[config.mk]
export PLATFORM = sky130hd
export DESIGN_NAME = vga_mem_arbiter
export DESIGN_NICKNAME = d
export VERILOG_FILES = /design/src/rtl/vga_mem_arbiter_pkg.sv /design/src/rtl/vga_mem_return_pipe.sv /design/src/rtl/vga_mem_arbiter.sv
export SDC_FILE = /design/constraint.sdc
export NUM_CORES = 1
export LEC_CHECK = 0
export BUFFER_PORTS_ARGS = -buffer_cell sky130_fd_sc_hd__buf_2
export CAP_MARGIN = 5
export CELL_PAD_IN_SITES_DETAIL_PLACEMENT = 0
export CELL_PAD_IN_SITES_GLOBAL_PLACEMENT = 1
export CORE_UTILIZATION = 38
export CTS_BUF_LIST = sky130_fd_sc_hd__clkbuf_4
export CTS_CLUSTER_SIZE = 40
export DETAILED_ROUTE_END_ITERATION = 10
export PLACE_DENSITY_LB_ADDON = 0.1
export SETUP_SLACK_MARGIN = 0.3
export SYNTH_ARGS = -nofsm -noshare
export SYNTH_HDL_FRONTEND = slang
export SYNTH_SLANG_ARGS = --single-unit
[constraint.sdc]
create_clock -name clk -period 3.35 [get_ports clk]
set_clock_uncertainty 0.2 [all_clocks]
set_input_delay 0.67 -clock clk [delete_from_list [all_inputs] [get_ports clk]]
set_output_delay 0.67 -clock clk [all_outputs]
set_load 0.02 [all_outputs]
[src/rtl/vga_mem_arbiter_pkg.sv]
// Shared types and default widths for the VGA/CPU memory arbiter.
// Holds the arbiter state enum and the read-return source tag encoding.
package vga_mem_arbiter_pkg;

  localparam int DEF_ADDR_WIDTH   = 15;
  localparam int DEF_DATA_WIDTH   = 32;
  localparam int DEF_STARVE_LIMIT = 7;
  localparam int STARVE_CNT_W     = 4;

  typedef enum logic {
    NORMAL    = 1'b0,
    CPU_FORCE = 1'b1
  } arb_state_e;

  typedef enum logic {
    SRC_VGA = 1'b0,
    SRC_CPU = 1'b1
  } src_tag_e;

endpackage

[src/rtl/vga_mem_return_pipe.sv]
// Read-return routing: carries the source tag alongside each RAM read and
// steers the returning word to exactly one requester, holding it afterwards.
module vga_mem_return_pipe
  import vga_mem_arbiter_pkg::*;
#(
  parameter int DATA_WIDTH = DEF_DATA_WIDTH
) (
  input  logic                  clk,
  input  logic                  reset,
  input  logic                  rd_issue,
  input  src_tag_e              rd_tag,
  input  logic [DATA_WIDTH-1:0] mem_rdata,
  output logic                  vga_rvalid,
  output logic [DATA_WIDTH-1:0] vga_rdata,
  output logic                  cpu_rvalid,
  output logic [DATA_WIDTH-1:0] cpu_rdata
);

  logic                  s1_vld;
  src_tag_e              s1_tag;
  logic [DATA_WIDTH-1:0] vga_hold;
  logic [DATA_WIDTH-1:0] cpu_hold;

  // s1 lines up with mem_en; rvalid lines up with the RAM's registered output
  always_ff @(posedge clk) begin
    if (reset) begin
      s1_vld     <= 1'b0;
      s1_tag     <= SRC_VGA;
      vga_rvalid <= 1'b0;
      cpu_rvalid <= 1'b0;
      vga_hold   <= '0;
      cpu_hold   <= '0;
    end else begin
      s1_vld     <= rd_issue;
      s1_tag     <= rd_tag;
      vga_rvalid <= s1_vld && (s1_tag == SRC_VGA);
      cpu_rvalid <= s1_vld && (s1_tag == SRC_CPU);
      if (vga_rvalid) vga_hold <= mem_rdata;
      if (cpu_rvalid) cpu_hold <= mem_rdata;
    end
  end

  // Bypass so data is visible in the same cycle as rvalid.
  assign vga_rdata = vga_rvalid ? mem_rdata : vga_hold;
  assign cpu_rdata = cpu_rvalid ? mem_rdata : cpu_hold;

endmodule

[src/rtl/vga_mem_arbiter.sv]
// Two-requester single-port RAM arbiter: VGA scanout has priority, the CPU is
// forced through after STARVE_LIMIT consecutive VGA wins while it waits.
//   state     | meaning
//   NORMAL    | VGA wins on contention, starve_cnt counts CPU-losing cycles
//   CPU_FORCE | CPU wins on contention; leaves on CPU grant or cpu_req low
module vga_mem_arbiter
  import vga_mem_arbiter_pkg::*;
#(
  parameter int ADDR_WIDTH   = DEF_ADDR_WIDTH,
  parameter int DATA_WIDTH   = DEF_DATA_WIDTH,
  parameter int STARVE_LIMIT = DEF_STARVE_LIMIT
) (
  input  logic                    clk,
  input  logic                    reset,
  input  logic                    vga_req,
  input  logic [ADDR_WIDTH-1:0]   vga_addr,
  output logic                    vga_ack,
  output logic                    vga_rvalid,
  output logic [DATA_WIDTH-1:0]   vga_rdata,
  input  logic                    cpu_req,
  input  logic                    cpu_we,
  input  logic [ADDR_WIDTH-1:0]   cpu_addr,
  input  logic [DATA_WIDTH-1:0]   cpu_wdata,
  input  logic [DATA_WIDTH/8-1:0] cpu_wmask,
  output logic                    cpu_ack,
  output logic                    cpu_rvalid,
  output logic [DATA_WIDTH-1:0]   cpu_rdata,
  output logic                    mem_en,
  output logic                    mem_we,
  output logic [ADDR_WIDTH-1:0]   mem_addr,
  output logic [DATA_WIDTH-1:0]   mem_wdata,
  output logic [DATA_WIDTH/8-1:0] mem_wmask,
  input  logic [DATA_WIDTH-1:0]   mem_rdata
);

  arb_state_e              state;
  logic [STARVE_CNT_W-1:0] starve_cnt;
  logic [STARVE_CNT_W-1:0] starve_nxt;
  logic                    grant_vga;
  logic                    grant_cpu;
  logic                    rd_issue;
  src_tag_e                rd_tag;

  always_comb begin
    grant_vga = 1'b0;
    grant_cpu = 1'b0;
    if (!reset) begin
      if (vga_req && cpu_req) begin
        grant_cpu = (state == CPU_FORCE);
        grant_vga = (state != CPU_FORCE);
      end else begin
        grant_vga = vga_req;
        grant_cpu = cpu_req;
      end
    end
  end

  assign vga_ack = grant_vga;
  assign cpu_ack = grant_cpu;

  always_comb begin
    starve_nxt = starve_cnt;
    if (grant_cpu || !cpu_req) starve_nxt = '0;
    else if (grant_vga)        starve_nxt = starve_cnt + 1'b1;
  end

  always_ff @(posedge clk) begin
    if (reset) begin
      state      <= NORMAL;
      starve_cnt <= '0;
    end else begin
      starve_cnt <= starve_nxt;
      case (state)
        NORMAL:    if (starve_nxt == STARVE_CNT_W'(STARVE_LIMIT)) state <= CPU_FORCE;
        CPU_FORCE: if (grant_cpu || !cpu_req) state <= NORMAL;
        default:   state <= NORMAL;
      endcase
    end
  end

  always_ff @(posedge clk) begin
    if (reset) begin
      mem_en    <= 1'b0;
      mem_we    <= 1'b0;
      mem_addr  <= '0;
      mem_wdata <= '0;
      mem_wmask <= '0;
    end else begin
      mem_en    <= grant_vga || grant_cpu;
      mem_we    <= grant_cpu && cpu_we;
      mem_addr  <= grant_cpu ? cpu_addr : vga_addr;
      mem_wdata <= (grant_cpu && cpu_we) ? cpu_wdata : '0;
      mem_wmask <= (grant_cpu && cpu_we) ? cpu_wmask : '0;
    end
  end

  assign rd_issue = grant_vga || (grant_cpu && !cpu_we);
  assign rd_tag   = grant_cpu ? SRC_CPU : SRC_VGA;

  vga_mem_return_pipe #(
    .DATA_WIDTH(DATA_WIDTH)
  ) u_return_pipe (
    .clk       (clk),
    .reset     (reset),
    .rd_issue  (rd_issue),
    .rd_tag    (rd_tag),
    .mem_rdata (mem_rdata),
    .vga_rvalid(vga_rvalid),
    .vga_rdata (vga_rdata),
    .cpu_rvalid(cpu_rvalid),
    .cpu_rdata (cpu_rdata)
  );

endmodule
==> impl_metrics.tcl <==
set metrics [dict create \
    outcome "complete, no violations" \
    cts_sinks 126 \
    rows 39 \
    synth_top_area_share 0.566 \
    fin_cells 754 \
    place_hpwl_um 6980 \
    grt_remaining_overflow 0 \
    synthesis.nets 476 \
    drt_iter0_drc 82 \
    nNetsFinal 702 \
    switchingPower_mw 0.745 \
    grt_pass1_wl_um 14500 \
    vias_per_cell 4.38 \
    crit_type "reg2out" \
    period_needed_ns 2.88 \
    cts_setup_buffers 0 \
    clk_pin_slew_ns 0.12 \
    clkPwrFrac 0.384 \
    portBuffers 223 \
    clk-insertion-delay-late_ns 0.53 \
    place_inst 722 \
    cp-startpoint "u_return_pipe.vga_rvalid" \
    numCtsBuffers 17 \
    die_h_um 110 \
    grt_pass1_vias 3024 \
    power_frac_seq 0.517 \
    routabilityCongestion 0.733 \
    ant_nets 0 \
    grt_use_met1 0.185 \
    worst_slack_ns 0.474 \
    cap_violations 0 \
    grtUsageTotal 0.163 \
    crit_path_end_kind "primary output" \
    start_kind "flop" \
    drive_gt1_frac 0.530 \
    synth_most_common_cell "dfxtp_1" \
    ys_warn_count 0 \
    tns_ns 0 \
    antenna_found_initial 0 \
    num_antenna_cells 0 \
    top_usage_layer "met2" \
    grt_max_degree 51 \
    synth_flop_cell "dfxtp_1" \
    post-place-ws_ns 1.02 \
    ctsHoldBuffers 0 \
    ioPinCount 224 \
    cts_tree "yes" \
    rsz0062_at_grt "no" \
    arrival_ns 2.01 \
    hold_viol_final 0 \
    grtUsageMet2 0.262 \
    p_per_area_mw_per_mm2 501 \
    die_area_mm2 0.0122 \
    min_from "cpu_wdata[15]" \
    cp.required_ns 2.48 \
    slew_violations 0 \
    worst_pin_slew_ns 0.820 \
    yosysSeqAreaShare 0.566 \
    clock_tree.root_cell "clkbuf_4" \
    critPathMaxFanout 33 \
    min_path_type "in2reg" \
    synth_cell_types 26 \
    synthCells 372 \
    synthArstFlopShare 0 \
    internal_power_mw 2.27 \
    wl_per_cell_um 13.0 \
    irDropWorstVdd_v 0.000343 \
    combPwrFrac 0.099 \
    synth_common_cells "dfxtp_1, nor2b_1, mux2_2" \
    core_mm2 0.0114 \
    max-clock-path-buffers 2 \
    die_w_um 110 \
    regToRegStartpoint "u_return_pipe.vga_rvalid" \
    synth_enable_flop_cells 0 \
    first_pass_iters 4 \
    start_util 0.390 \
    cts_max_level 4 \
    swShare 0.247 \
    cts.repair.resized 0 \
    whs_ns 0.124 \
    leakage_nw 3.05 \
    synth-seq-cells 126 \
    avgSynthCellArea_um2 12.0 \
    slew_headroom 0.453 \
    fin_crit_sh 0.859 \
    post-route-drc-count 0 \
    fmax_mhz 348 \
    yosys.area.top_type "dfxtp_1" \
    use_met3 0.0653 \
    routed-via-count 3300 \
    netlist_area_mm2 0.00445 \
    synthTopCellsByArea "dfxtp_1, mux2_2, nor2b_1" \
    finalSetupViolCount 0 \
    wl_um 9790 \
    syn_to_final_growth_pct 35.2 \
]
-- layout by cell type (no fill, tap or decap), types with 3 or more instances in the layout --
cell type | netlist | layout
bufinv_16 | 0 | 4
buf_2 | 7 | 223
dfxtp_1 | 126 | 124
inv_1 | 3 | 3
clkinv_4 | 0 | 5
nor2_1 | 7 | 7
buf_4 | 0 | 6
clkbuf_4 | 0 | 17
nor2b_1 | 81 | 81
mux2_2 | 59 | 59
mux2_1 | 20 | 20
and2_1 | 37 | 37
-- per-layer routing --
| metal | wire length [um] | vias up |
|---|---|---|
| met5 | 0 | - |
| met4 | 194 | 0 |
| met3 | 780 | 15 |
| met2 | 4800 | 125 |
| met1 | 4010 | 1494 |
| li1 | - | 1666 |
-- sequential cells by signal (all words and copies together), names as in the netlist --
register,flops
mem_wdata,32
u_return_pipe.cpu_hold,32
u_return_pipe.vga_hold,32
mem_addr,15
mem_wmask,4
starve_cnt,4
mem_en,1
mem_we,1
state,1
u_return_pipe.cpu_rvalid,1
u_return_pipe.s1_tag,1
u_return_pipe.s1_vld,1
u_return_pipe.vga_rvalid,1
-- power by group through the flow --
stage	Combinational, mW	Clock, mW	Sequential [mW]
floorplan	0.151	0	1.61
global placement	0.299	0	1.59
detailed placement	0.302	0	1.59
CTS	0.303	1.21	1.56
global route	0.328	1.28	1.56
finish	0.298	1.16	1.56
-- cells by family after synthesis --
| kind of cell | share of synthesized area |
|---|---|
| compound gates | 0.00478 |
| fa+ha+maj | 0.00281 |
| flops | 0.566 |
| xor+xnor | 0.00393 |
| mux | 0.200 |
| buf+inv | 0.0247 |
| simple gates | 0.198 |
-- final cells by class --
| class | instances | area (um^2) |
|---|---|---|
| Clock inverter | 15 | 196 |
| Multi-Input combinational cell | 221 | 1820 |
| Timing Repair Buffer | 229 | 1160 |
| Inverter | 3 | 11.3 |
| Fill cell | 1107 | 5400 |
| Clock buffer | 17 | 128 |
| Sequential cell | 126 | 2520 |
| Tap cell | 143 | 179 |
-- worst paths after layout --
kind         slack, ns  depth (start not counted)                          to
min reg2reg       0.21                          1    u_return_pipe.vga_rvalid
min               0.12                          2               mem_wdata[15]
max               0.47                          2               vga_rdata[15]
max reg2reg       1.57                          2  u_return_pipe.vga_hold[15]
-- worst max-delay path: stages, from the launching register on --
cell and delay, ns:
dfxtp_2 0.89, mux2_2 0.43, buf_2 0.16
-- per-stage QoR --
step / area, um^2 / total power, mW / utilization
2_1_floorplan: 4450 / 1.76 / -
4_1_cts: 6020 / 3.07 / 0.527
6_report: 6020 / 3.01 / 0.527
5_1_grt: 6020 / 3.17 / 0.527
3_5_place_dp: 5700 / 1.89 / 0.499
3_3_place_gp: 5700 / 1.89 / 0.499
Note: power is estimated with default switching activity, not from simulation.
